<file path="src/rtl/vga_frame_capture.sv">
// VGA frame capture: locks onto incoming sync timing and streams one thresholded bit per active
// pixel to a VRAM write port in row-major order.
module vga_frame_capture #(
    parameter int unsigned ACTIVE_COLUMNS  = 640,
    parameter int unsigned ACTIVE_ROWS     = 480,
    parameter int unsigned H_BACK_PORCH    = 48,
    parameter int unsigned V_BACK_PORCH    = 33,
    parameter int unsigned LUMA_THRESHOLD  = 24,
    parameter int unsigned VRAM_ADDR_WIDTH = $clog2(ACTIVE_COLUMNS * ACTIVE_ROWS)
) (
    input  logic                       clk_i,
    input  logic                       reset_i,
    input  logic                       pixel_tick_i,
    input  logic                       hsync_i,
    input  logic                       vsync_i,
    input  logic [3:0]                 vga_red_i,
    input  logic [3:0]                 vga_green_i,
    input  logic [3:0]                 vga_blue_i,
    input  logic                       capture_en_i,
    output logic                       wr_en_o,
    output logic [VRAM_ADDR_WIDTH-1:0] wr_address_o,
    output logic                       wr_data_o,
    output logic                       frame_done_o,
    output logic                       error_o,
    output logic                       locked_o
);

    localparam int unsigned COL_W  = (ACTIVE_COLUMNS > 1) ? $clog2(ACTIVE_COLUMNS) : 1;
    localparam int unsigned ROW_W  = (ACTIVE_ROWS > 1) ? $clog2(ACTIVE_ROWS) : 1;
    localparam int unsigned LINE_W = (V_BACK_PORCH > 0) ? $clog2(V_BACK_PORCH + 1) : 1;
    localparam int unsigned HP_W   = (H_BACK_PORCH > 0) ? $clog2(H_BACK_PORCH + 1) : 1;

    localparam logic [2:0] StUnlocked = 3'd0;
    localparam logic [2:0] StVsync    = 3'd1;
    localparam logic [2:0] StVPorch   = 3'd2;
    localparam logic [2:0] StHWait    = 3'd3;
    localparam logic [2:0] StHPorch   = 3'd4;
    localparam logic [2:0] StActive   = 3'd5;

    localparam logic [COL_W-1:0]  LastCol  = COL_W'(ACTIVE_COLUMNS - 1);
    localparam logic [ROW_W-1:0]  LastRow  = ROW_W'(ACTIVE_ROWS - 1);
    localparam logic [LINE_W-1:0] LastLine = LINE_W'(V_BACK_PORCH - 1);
    localparam logic [HP_W-1:0]   LastHp   = HP_W'(H_BACK_PORCH - 1);

    logic                       vs_q, vs_prev_q, hs_q, hs_prev_q;
    logic [3:0]                 red_q, green_q, blue_q;
    logic [2:0]                 state_q, state_d;
    logic [LINE_W-1:0]          line_q, line_d;
    logic [HP_W-1:0]            hp_q, hp_d;
    logic [COL_W-1:0]           col_q, col_d;
    logic [ROW_W-1:0]           row_q, row_d;
    logic [VRAM_ADDR_WIDTH-1:0] addr_q, addr_d;
    logic [VRAM_ADDR_WIDTH-1:0] wr_addr_q, wr_addr_d;
    logic                       frame_en_q, frame_en_d;
    logic                       wr_en_q, wr_en_d;
    logic                       wr_data_q, wr_data_d;
    logic                       done_q, done_d;
    logic                       err_q, err_d;
    logic                       locked_q, locked_d;

    logic       vs_fall, vs_rise, hs_fall, hs_rise;
    logic [5:0] luma_sum;
    logic       pixel_set;
    logic       last_pixel;

    // Edges compare the last registered sample with the one from the tick before it.
    assign vs_fall    = vs_prev_q & ~vs_q;
    assign vs_rise    = ~vs_prev_q & vs_q;
    assign hs_fall    = hs_prev_q & ~hs_q;
    assign hs_rise    = ~hs_prev_q & hs_q;
    assign luma_sum   = {2'b00, red_q} + {2'b00, green_q} + {2'b00, blue_q};
    assign pixel_set  = luma_sum >= 6'(LUMA_THRESHOLD);
    assign last_pixel = (col_q == LastCol) && (row_q == LastRow);

    always_comb begin
        state_d    = state_q;
        line_d     = line_q;
        hp_d       = hp_q;
        col_d      = col_q;
        row_d      = row_q;
        addr_d     = addr_q;
        wr_addr_d  = wr_addr_q;
        frame_en_d = frame_en_q;
        wr_data_d  = wr_data_q;
        locked_d   = locked_q;
        wr_en_d    = 1'b0;
        done_d     = 1'b0;
        err_d      = 1'b0;

        if (pixel_tick_i) begin
            case (state_q)
                StUnlocked: begin
                    if (vs_fall) state_d = StVsync;
                end
                StVsync: begin
                    if (vs_rise) begin
                        state_d    = StVPorch;
                        line_d     = '0;
                        addr_d     = '0;
                        frame_en_d = capture_en_i;
                    end
                end
                default: begin
                    if (vs_fall) begin
                        err_d    = 1'b1;
                        locked_d = 1'b0;
                        state_d  = StVsync;
                    end else begin
                        case (state_q)
                            StVPorch: begin
                                if (hs_rise) begin
                                    line_d = line_q + 1'b1;
                                    if (line_q == LastLine) begin
                                        state_d = StHWait;
                                        row_d   = '0;
                                    end
                                end
                            end
                            StHWait: begin
                                // The rising-edge tick itself is the first back-porch tick.
                                if (hs_rise) begin
                                    col_d = '0;
                                    hp_d  = HP_W'(1);
                                    state_d = (H_BACK_PORCH > 1) ? StHPorch : StActive;
                                end
                            end
                            StHPorch: begin
                                hp_d = hp_q + 1'b1;
                                if (hp_q == LastHp) begin
                                    state_d = StActive;
                                    col_d   = '0;
                                end
                            end
                            StActive: begin
                                if (hs_fall) begin
                                    err_d    = 1'b1;
                                    locked_d = 1'b0;
                                    state_d  = StUnlocked;
                                end else begin
                                    wr_en_d   = frame_en_q;
                                    wr_data_d = pixel_set;
                                    wr_addr_d = addr_q;
                                    if (!last_pixel) addr_d = addr_q + 1'b1;
                                    if (col_q == LastCol) begin
                                        col_d = '0;
                                        if (row_q == LastRow) begin
                                            done_d   = 1'b1;
                                            locked_d = 1'b1;
                                            state_d  = StVsync;
                                        end else begin
                                            row_d   = row_q + 1'b1;
                                            state_d = StHWait;
                                        end
                                    end else begin
                                        col_d = col_q + 1'b1;
                                    end
                                end
                            end
                            default: state_d = StUnlocked;
                        endcase
                    end
                end
            endcase
        end
    end

    always_ff @(posedge clk_i) begin
        if (reset_i) begin
            vs_q       <= 1'b1;
            vs_prev_q  <= 1'b1;
            hs_q       <= 1'b1;
            hs_prev_q  <= 1'b1;
            red_q      <= '0;
            green_q    <= '0;
            blue_q     <= '0;
            state_q    <= StUnlocked;
            line_q     <= '0;
            hp_q       <= '0;
            col_q      <= '0;
            row_q      <= '0;
            addr_q     <= '0;
            wr_addr_q  <= '0;
            frame_en_q <= 1'b0;
            wr_en_q    <= 1'b0;
            wr_data_q  <= 1'b0;
            done_q     <= 1'b0;
            err_q      <= 1'b0;
            locked_q   <= 1'b0;
        end else begin
            if (pixel_tick_i) begin
                vs_q      <= vsync_i;
                vs_prev_q <= vs_q;
                hs_q      <= hsync_i;
                hs_prev_q <= hs_q;
                red_q     <= vga_red_i;
                green_q   <= vga_green_i;
                blue_q    <= vga_blue_i;
            end
            state_q    <= state_d;
            line_q     <= line_d;
            hp_q       <= hp_d;
            col_q      <= col_d;
            row_q      <= row_d;
            addr_q     <= addr_d;
            wr_addr_q  <= wr_addr_d;
            frame_en_q <= frame_en_d;
            wr_en_q    <= wr_en_d;
            wr_data_q  <= wr_data_d;
            done_q     <= done_d;
            err_q      <= err_d;
            locked_q   <= locked_d;
        end
    end

    assign wr_en_o      = wr_en_q;
    assign wr_address_o = wr_addr_q;
    assign wr_data_o    = wr_data_q;
    assign frame_done_o = done_q;
    assign error_o      = err_q;
    assign locked_o     = locked_q;

endmodule
</file>
<file path="config.mk">
export PLATFORM = sky130hd
export DESIGN_NAME = vga_frame_capture
export DESIGN_NICKNAME = d
export VERILOG_FILES = /design/src/rtl/vga_frame_capture.sv
export SDC_FILE = /design/constraint.sdc
export NUM_CORES = 1
export LEC_CHECK = 0
export ABC_AREA = 1
export CORE_ASPECT_RATIO = 1.4
export CORE_MARGIN = 2
export CORE_UTILIZATION = 53
export DETAILED_ROUTE_END_ITERATION = 10
export PLACE_DENSITY = 0.82
export SLEW_MARGIN = 20
export SYNTH_ARGS = -nofsm -noshare
export SYNTH_HDL_FRONTEND = slang
export SYNTH_SLANG_ARGS = --single-unit
</file>
<file path="constraint.sdc">
create_clock -name clk_i -period 2.07 [get_ports clk_i]
set_clock_uncertainty 0.15 [all_clocks]
set_input_delay 0.5175 -clock clk_i [delete_from_list [all_inputs] [get_ports clk_i]]
set_output_delay 0.5175 -clock clk_i [all_outputs]
set_load 0.01 [all_outputs]
</file>
# Word level (Yosys, flattened, before mapping)
# Cells that the tools add are included.
# word_totals
regBits,94
inputBits,18
output_inout_bits,24
# classes
addsub,7
order_cmp,1
n_eq_ne,26
mux,45
bitwise,15
reduce_logical,24
# ops
op,count
2-to-1 mux 19 bit,5
2-to-1 mux 9 bit,5
2-to-1 mux 10 bit,4
case mux 19 bit (2 select lines),1
2-to-1 mux 6 bit,5
case mux 10 bit (3 select lines),1
2-to-1 mux 3 bit,9
case mux 6 bit (2 select lines),2
"adder 19 x 1 -> 19 bit, second input constant",1
"inequality test 2 bit, second input constant",9
case mux 9 bit (2 select lines),1
"inequality test 4 bit, second input constant",4
AND reduction 5 bit,3
AND reduction 7 bit,2
"adder 6 x 1 -> 6 bit, second input constant",2
"equality test 6 bit, second input constant",2
case mux 3 bit (4 select lines),1
nonzero test 2 bit,6
inverter 1 bit,11
"adder 10 x 1 -> 10 bit, second input constant",1
"equality test 10 bit, second input constant",1
"adder 9 x 1 -> 9 bit, second input constant",1
"equality test 9 bit, second input constant",1
2-to-1 mux 1 bit,9
22 further kinds,31

# Logic depth before layout (Yosys ltp)
# Gate-level depths: netlist of run 1.
# logic_depth
ltp_word,7
mapped_depth,13
mapped_depth_nobuf,12

# Worst setup path after synthesis of run 1
# No wires, ideal clock.
# synth_path
kind,register -> register
from,register red_q[1]
to,"register wr_data_q, in the netlist wr_data_o"
t_arrival_ns,1.674
t_required_ns,1.796
path_slack_ns,0.122
stages_incl_launch_ff,8
path_cell_list,dfxtp_1 > fa_1 > ha_1 > inv_1 > fa_1 > nor2_1 > nand3b_1 > a31oi_1
# synth_between
elab_chain_cells,3
# synth_lines
element,line,source
start: declaration,46,"logic [3:0] red_q, green_q, blue_q;"
start signal: assignment,195,red_q <= vga_red_i;
adder 4 x 4 -> 5 bit,71,"assign luma_sum = {2'b00, red_q} + {2'b00, green_q} + {2'b00, blue_q};"
adder 5 x 4 -> 6 bit,71,
>= comparator 6 x 5 -> 1 bit,72,assign pixel_set = luma_sum >= 6'(LUMA_THRESHOLD);
end signal: assignment,208,wr_data_q <= wr_data_d;
end: declaration,56,"logic wr_data_q, wr_data_d;"
# Every way passes these cells.
# A chain may end at the register's enable or synchronous reset.

# Final worst setup path of run 1
# Ends and elaborated chain as after synthesis.

==> impl_metrics.py, run 1 <==
metrics = {
    "floorplan": {
        "top_level_ports": 42,
        "core_region_area_um2": 9080,
        "die_w_um": 86.04,
        "die_y_um": 118.9,
        "die_area_um2": 10230,
        "rows": 41,
        "floorplan.initialDensity_pct": 55.00,
    },
    "clock_network": {
        "cts_tree": "done",
        "ctsLongestPathBuffers": 2,
        "cts.sinks": 94,
        "clockRootBuffer": "sky130_fd_sc_hd__clkbuf_16",
        "cts_hold_buf": 0,
        "htree_levels": 3,
        "clk_pin_slew_worst_paths_ps": 80,
        "worst_skew_pair.late_latency_ps": 350,
        "tritoncts.num_buffers": 9,
    },
    "finish": {
        "finish.net_count": 827,
        "layout-drive-gt1-share_pct": 14.37,
        "seq_area_um2": 1892,
        "final_util_pct": 68.35,
        "area_growth_pct": 24.28,
        "filler_cell_count": 728,
        "final_cell_area_um2": 6206,
        "diodes": 0,
        "multiInputGateArea_um2": 2770,
    },
    "global_routing": {
        "grt.overflow.total": 0,
        "grt_first_pass_wirelength_um": 21420,
        "number_of_global_route_vias_before_repair": 4896,
        "antenna_violations_before_repair": 0,
        "grt_start_max_net_pins": 54,
        "global_route.usage.total_pct": 25.70,
    },
    "synth": {
        "synth_simple_gate_area_share_pct": 32.60,
        "syn_area_um2": 4994,
        "synth_edf_count": 0,
        "synth_top_family_by_area": "simple AND/OR/NAND/NOR gates",
        "async_reset_ff_share_pct": 0,
        "netlist.top_cell.by_area": "sky130_fd_sc_hd__dfxtp_1",
        "syn_avg_cell_area_um2": 6.859,
        "synth_compound_gate_area_share_pct": 14.51,
        "synth_most_common_cell": "sky130_fd_sc_hd__nand2_1",
        "postSynthCellCount": 728,
        "dominantRegCellSynth": "sky130_fd_sc_hd__dfxtp_1",
        "synth_nets": 760,
        "synth_xor_xnor_area_share_pct": 1.929,
        "ys_seq_elements": 94,
        "synthMuxAreaShare_pct": 0,
        "seq_area_frac_synth_pct": 37.68,
        "synth_warnings": 0,
        "post_synth_main_area_contributors": "sky130_fd_sc_hd__dfxtp_1 (38%), sky130_fd_sc_hd__nand2_1 (10%), sky130_fd_sc_hd__nor2_1 (8.4%)",
        "yosys-top-cells-count": "sky130_fd_sc_hd__nand2_1 (138), sky130_fd_sc_hd__nor2_1 (112), sky130_fd_sc_hd__dfxtp_1 (94)",
        "synth_top_cell_area_share_pct": 37.68,
        "distinct_cells_synth": 39,
        "synthAdderAreaFrac_pct": 4.260,
    },
    "timing": {
        "period_share_pct": 98.64,
        "max-slew-margin-rel_pct": 79.12,
        "setup_viol_count_final": 0,
        "final_max_slew_viols": 0,
        "fin_crit_ps": 2042,
        "grt_setup_unrepaired": "true",
        "max_freq_mhz": 489.7,
        "hold_viol": 0,
        "slew_at_the_pin_with_the_worst_max_slew_slack_ps": 310.9,
        "post-route-worst-setup-slack_ps": 28.07,
    },
    "hold_path": {
        "holdCritPathClass": "flip-flop to flip-flop",
    },
    "detailed_routing": {
        "via_count": 4994,
        "drt_first_iter_violations": 269,
        "final_antenna_net_count": 0,
        "drt_wl_total_um": 12860,
        "via_per_inst": 5.506,
        "routedWlPerCell_um": 14.17,
        "drt-pass1-iter-count": 5,
        "detail_route.drc_violations": 0,
    },
    "setup_path": {
        "cp-end-kind": "flip-flop",
        "cp_data_arrival_time_ps": 2120,
        "worst-endpoint-required_ps": 2150,
        "worstPathMaxFanout": 2,
        "timing.critical_path.from_type": "flip-flop",
        "critPathKind": "flip-flop to flip-flop",
    },
    "place": {
        "dp.final_hpwl_um": 9062,
        "placement.setup.worst_slack_ps": -258.9,
        "gp_routability_congestion": 0.9200,
        "numPortBuffers": 41,
        "placed_area_um2": 5723,
    },
    "power_and_ir_drop": {
        "totalPowerFinal_mw": 4.014,
        "power_density_nw_per_um2": 646.9,
        "peakVddDrop_mv": 0.5357,
        "power.static_leakage_nw": 2.503,
    },
    "status": {
        "run_status": "completed",
    },
    "run": {
        "drv.max_cap_violation_count": 0,
    },
}
-- per-stage QoR --
step / hold WS [ps] / setup TNS, ps / instances
2_1_floorplan: 271.5 / 0 / 728
3_3_place_gp: 296.8 / -11570 / 884
3_5_place_dp: 294.5 / -14930 / 884
4_1_cts: 306.4 / 0 / 900
5_1_grt: 336.6 / -261.2 / 907
6_report: 316.8 / 0 / 907
-- timing repair --
item / 4_1_cts / 5_1_grt
cloned: 0 / 1
setup buffers: 0 / 6
endpoints found under the setup margin: 8 / 42
resized for setup: 7 / 35
pin swaps: 6 / 18
-- state kept, by name, summed over array words and instances, names as in the netlist, 3 cells and up --
signal	cells
green_q	4
line_q	6
red_q	4
state_q	3
row_q	9
addr_q	19
wr_address_o	19
hp_q	6
blue_q	4
col_q	10
-- per-layer routing --
| layer | global-route usage (%) | part of all wire [%] |
|---|---|---|
| met5 | 0 | 0 |
| met4 | 10.42 | 2.8 |
| met3 | 4.712 | 3.6 |
| met2 | 47.87 | 55 |
| met1 | 27.78 | 38 |
-- final cells by class --
| class | instances | share of cell area (%) |
|---|---|---|
| tap | 107 | 2.157 |
| clock buffer | 10 | 3.851 |
| timing repair buffer | 80 | 12.88 |
| sequential | 94 | 30.48 |
| multi-input combinational | 526 | 44.64 |
| inverter | 84 | 5.141 |
| clock inverter | 6 | 0.8468 |
-- cells by family after synthesis --
kind of cell               Yosys count
buffers and inverters              108
AOI/OAI and AO/OA                  136
and+or+nand+nor                    365
adders and majority gates           14
DFF                                 94
xor gates and xnor gates            11
-- critical path, cell delays in order (launching register included) --
cell                       delay, ps
sky130_fd_sc_hd__dfxtp_2         340
sky130_fd_sc_hd__fa_1            570
sky130_fd_sc_hd__ha_2            200
sky130_fd_sc_hd__inv_2            40
sky130_fd_sc_hd__fa_2            340
sky130_fd_sc_hd__nor2_2          100
sky130_fd_sc_hd__nand3b_1        110
sky130_fd_sc_hd__a31oi_1          80
-- cells in the final DEF, fill, tap and decap left out, types with 2 or more instances in the layout --
| master | synthesis | layout |
|---|---|---|
| sky130_fd_sc_hd__nand3_1 | 54 | 53 |
| sky130_fd_sc_hd__ha_1 | 9 | 6 |
| sky130_fd_sc_hd__dfxtp_1 | 94 | 88 |
| sky130_fd_sc_hd__nand4_1 | 13 | 13 |
| sky130_fd_sc_hd__nor3_1 | 21 | 20 |
| sky130_fd_sc_hd__inv_1 | 77 | 73 |
| sky130_fd_sc_hd__clkbuf_16 | 0 | 9 |
| sky130_fd_sc_hd__xor2_1 | 10 | 10 |
| sky130_fd_sc_hd__a211oi_1 | 2 | 2 |
| sky130_fd_sc_hd__dfxtp_2 | 0 | 5 |
| sky130_fd_sc_hd__clkinvlp_4 | 0 | 2 |
| sky130_fd_sc_hd__inv_2 | 5 | 8 |
| sky130_fd_sc_hd__nor3b_1 | 2 | 2 |
| sky130_fd_sc_hd__o21ai_0 | 58 | 57 |
| sky130_fd_sc_hd__a21oi_2 | 7 | 7 |
| sky130_fd_sc_hd__nand3b_1 | 2 | 2 |
| sky130_fd_sc_hd__nor2_2 | 4 | 8 |
| sky130_fd_sc_hd__clkdlybuf4s50_1 | 0 | 41 |
| sky130_fd_sc_hd__a21oi_1 | 58 | 57 |
| sky130_fd_sc_hd__o21bai_1 | 2 | 2 |
| sky130_fd_sc_hd__fa_1 | 5 | 4 |
| sky130_fd_sc_hd__nor2_1 | 112 | 106 |
| sky130_fd_sc_hd__and3_1 | 2 | 2 |
| sky130_fd_sc_hd__a31oi_1 | 2 | 2 |
| sky130_fd_sc_hd__buf_12 | 1 | 7 |
| sky130_fd_sc_hd__nand2_2 | 4 | 6 |
| sky130_fd_sc_hd__buf_6 | 1 | 3 |
| sky130_fd_sc_hd__ha_4 | 0 | 2 |
| sky130_fd_sc_hd__inv_6 | 0 | 2 |
| sky130_fd_sc_hd__nand2_4 | 3 | 4 |
| sky130_fd_sc_hd__nand2_1 | 138 | 134 |
| sky130_fd_sc_hd__o21ai_1 | 5 | 5 |
| sky130_fd_sc_hd__inv_8 | 0 | 2 |
| sky130_fd_sc_hd__clkinv_1 | 2 | 2 |
| sky130_fd_sc_hd__nand3_2 | 5 | 6 |
| sky130_fd_sc_hd__nor3_2 | 1 | 2 |
| sky130_fd_sc_hd__nor2_4 | 1 | 3 |
| sky130_fd_sc_hd__buf_4 | 3 | 28 |
-- worst paths after layout --
| kind | slack [ps] | cells past startpoint | end | from |
|---|---|---|---|---|
| worst max-delay path | 30 | 7 | wr_data_o | red_q[1] |
| worst min register to register | 320 | 2 | wr_en_o | frame_en_q |
| worst max register to register | 30 | 7 | wr_data_o | red_q[1] |
| worst min-delay path | 320 | 2 | wr_en_o | frame_en_q |
-- power by group --
| part | switching, mW | leakage, nW | internal [mW] |
|---|---|---|---|
| clock | 0.768 | 0.143 | 0.871 |
| combinational | 0.296 | 1.60 | 0.195 |
| sequential | 0.0347 | 0.765 | 1.85 |
| total | 1.10 | 2.50 | 2.91 |
No activity file was read; power rests on OpenSTA's default activity.
==> run 2: changes to the inputs <==
--- a/config.mk
+++ b/config.mk
@@ -8,9 +8,11 @@
 export ABC_AREA = 1
 export CORE_ASPECT_RATIO = 1.4
 export CORE_MARGIN = 2
-export CORE_UTILIZATION = 53
+export CORE_UTILIZATION = 55
+export CTS_BUF_LIST = sky130_fd_sc_hd__clkbuf_8
 export DETAILED_ROUTE_END_ITERATION = 10
-export PLACE_DENSITY = 0.82
+export DONT_BUFFER_PORTS = 1
+export PLACE_DENSITY = 0.75
 export SLEW_MARGIN = 20
 export SYNTH_ARGS = -nofsm -noshare
 export SYNTH_HDL_FRONTEND = slang
==> constraint.sdc (replaced) <==
create_clock -name clk_i -period 2.3 [get_ports clk_i]
set_clock_uncertainty 0.15 [all_clocks]
set_input_delay 0.575 -clock clk_i [delete_from_list [all_inputs] [get_ports clk_i]]
set_output_delay 0.575 -clock clk_i [all_outputs]
set_load 0.01 [all_outputs]
==> run 2 against run 1 <==
Effect of this change:
- sequential power shrank 9.6%
- critical path depth is the same
- via count shrank 8.7%
- sequential share of layout area grew 5.2 points
- global-route usage shrank 2.4 points
- count of clock-buffer cells in the layout shrank 1
- flip-flop and latch count is the same
- non-clock buffer count shrank 69
- core utilization shrank 9.3 points
- critical path type unchanged
- first-iteration DRC count shrank 26%
- routed wire length shrank 13%
==> impl_metrics.py, run 2 (same netlist as run 1, synthesis figures left out) <==
metrics = {
    "finish": {
        "final_util_pct": 59.03,
        "layout_common_cells": "sky130_fd_sc_hd__nand2_1 (138), sky130_fd_sc_hd__nor2_1 (112), sky130_fd_sc_hd__dfxtp_1 (94)",
        "layout.cells.most_common": "sky130_fd_sc_hd__nand2_1",
        "diodes": 0,
        "finish.net_count": 758,
        "area_growth_pct": 5.512,
        "layout-drive-gt1-share_pct": 8.082,
    },
    "setup_path": {
        "worst-endpoint-required_ps": 2450,
        "cp-end-kind": "flip-flop",
        "critical-path-top-cell-by-count": "sky130_fd_sc_hd__fa_1",
        "cp_data_arrival_time_ps": 2230,
        "timing.critical_path.buf_inv": 1,
        "timing.critical_path.from_type": "flip-flop",
        "timing.critical_path.slowest_cell_delay_ps": 540,
        "crit_path_cell_trace": "fa_1, ha_1, inv_1, fa_1, nor2_1, o21ai_0, a31oi_1",
        "critPathKind": "flip-flop to flip-flop",
        "worst_path_max_delay_cell": "sky130_fd_sc_hd__fa_1",
        "critical-path-top-delay-family": "adder cells",
        "worstPathMaxFanout": 2,
    },
    "timing": {
        "setup_viol_count_final": 0,
        "period_share_pct": 90.40,
        "final_max_slew_viols": 0,
        "max-slew-margin-rel_pct": 64.08,
        "slew_at_the_pin_with_the_worst_max_slew_slack_ps": 535.2,
        "final.setup.tns_ps": 0,
        "grt_setup_unrepaired": "false",
        "max_freq_mhz": 480.9,
        "fin_crit_ps": 2079,
        "hold_viol": 0,
    },
    "floorplan": {
        "die_area_um2": 9868,
        "die_w_um": 84.53,
        "top_level_ports": 42,
        "die_y_um": 116.7,
        "floorplan.initialDensity_pct": 55.94,
        "rows": 41,
        "core_region_area_um2": 8926,
    },
    "global_routing": {
        "antenna_violations_before_repair": 0,
        "grt.overflow.total": 0,
        "number_of_global_route_vias_before_repair": 4269,
        "grt_first_pass_wirelength_um": 18720,
        "global_route.usage.total_pct": 23.35,
        "grt_start_max_net_pins": 46,
    },
    "power_and_ir_drop": {
        "totalPowerFinal_mw": 3.006,
        "peakVddDrop_mv": 0.5092,
        "part_of_the_power_in_registers_pct": 56.5,
        "clk_pwr_share_pct": 33.1,
        "power.net_switching_mw": 0.8481,
        "combPwrFrac_pct": 10.4,
        "power.static_leakage_nw": 2.125,
        "power_report.internal_total_mw": 2.158,
        "sw_frac_of_total_pct": 28.22,
        "power_density_nw_per_um2": 570.5,
    },
    "place": {
        "gp_routability_congestion": 0.9759,
        "dp.final_hpwl_um": 8291,
        "numPortBuffers": 0,
    },
    "clock_network": {
        "clockRootBuffer": "sky130_fd_sc_hd__clkbuf_8",
        "cts_tree": "done",
        "tritoncts.num_buffers": 9,
        "htree_levels": 3,
        "cts.sinks": 94,
        "clk_pin_slew_worst_paths_ps": 90,
        "post-cts-setup-buffers": 0,
        "worst_skew_pair.late_latency_ps": 370,
        "ctsLongestPathBuffers": 2,
    },
    "detailed_routing": {
        "drt-pass1-iter-count": 4,
        "detail_route.drc_violations": 0,
        "drt_wl_total_um": 11130,
        "final_antenna_net_count": 0,
        "routedWlPerCell_um": 13.30,
        "drt_first_iter_violations": 199,
        "via_count": 4560,
        "via_per_inst": 5.448,
    },
    "hold_path": {
        "holdCritPathClass": "primary input to flip-flop",
    },
    "run": {
        "drv.max_cap_violation_count": 0,
    },
    "status": {
        "run_status": "completed",
    },
}
run 2: cell types whose count changed in the layout (fill, tap and decap cells not counted), sizes merged:
| cell | delta |
|---|---|
| clkinv | +1 |
| clkbuf | -1 |
| clkinvlp | +1 |
| clkdlybuf4s50 | -41 |
| inv | -2 |
| buf | -28 |
run 2: area by class of cell:
cell class / instances / area [um^2]
sequential: 94 / 1882
tap: 107 / 133.9
timing repair buffer: 11 / 95.09
clock buffer: 9 / 123.9
fill: 865 / 3657
clock inverter: 6 / 47.55
multi-input combinational: 526 / 2671
inverter: 84 / 315.3
run 2: worst reg2reg max path, delay by kind of cell (launching register included):
family | cells | cell delay, ps
adder cells (fa/ha/maj) | 3 | 1110
AO/OA/AOI/OAI | 2 | 230
flip-flops | 1 | 340
buffers and inverters | 1 | 60
AND/OR/NAND/NOR | 1 | 130
run 2: layer usage:
metal | global-route usage (%) | vias to the layer above | wire length, um
li1 | - | 2362 | -
met1 | 26.05 | 2094 | 4658
met2 | 41.94 | 75 | 5772
met5 | 0 | - | 0
met3 | 4.452 | 29 | 354
met4 | 12.59 | 0 | 343
run 2: timing repair:
| item | 4_1_cts | 5_1_grt |
|---|---|---|
| hold buffers | 0 | 0 |
| setup endpoints to repair | 0 | 6 |
| gates resized for setup | 0 | 1 |
run 2: stage by stage:
| step | worst slack [ps] | cells | cell area (um^2) | hold WS [ps] |
|---|---|---|---|---|
| final | 220.7 | 837 | 5269 | 123.6 |
| after global routing | 0.2234 | 837 | 5269 | 92.68 |
| after CTS | 193.3 | 837 | 5264 | 98.31 |
| after detailed placement | 218.3 | 822 | 5092 | 304.9 |
| after global placement | 288.9 | 822 | 5092 | 300.1 |
| after floorplan | 351.7 | 728 | 4994 | 271.5 |
run 2: path summary, 6_finish.rpt:
check	startpoint	to	slack [ps]	depth (start not counted)
setup / recovery	red_q[1]	wr_data_o	220	7
hold / removal	reset_i	hp_q[5]	120	1
setup reg to reg	red_q[1]	wr_data_o	220	7
hold reg to reg	frame_en_q	wr_en_o	310	2
run 2: power by group through the flow:
| stage | Sequential, mW | Clock [mW] | Combinational (mW) |
|---|---|---|---|
| 2_1_floorplan | 1.73 | 0 | 0.261 |
| 3_3_place_gp | 1.73 | 0 | 0.303 |
| 3_5_place_dp | 1.74 | 0 | 0.311 |
| 4_1_cts | 1.70 | 1.02 | 0.313 |
| 5_1_grt | 1.70 | 1.09 | 0.359 |
| 6_report | 1.70 | 0.995 | 0.314 |
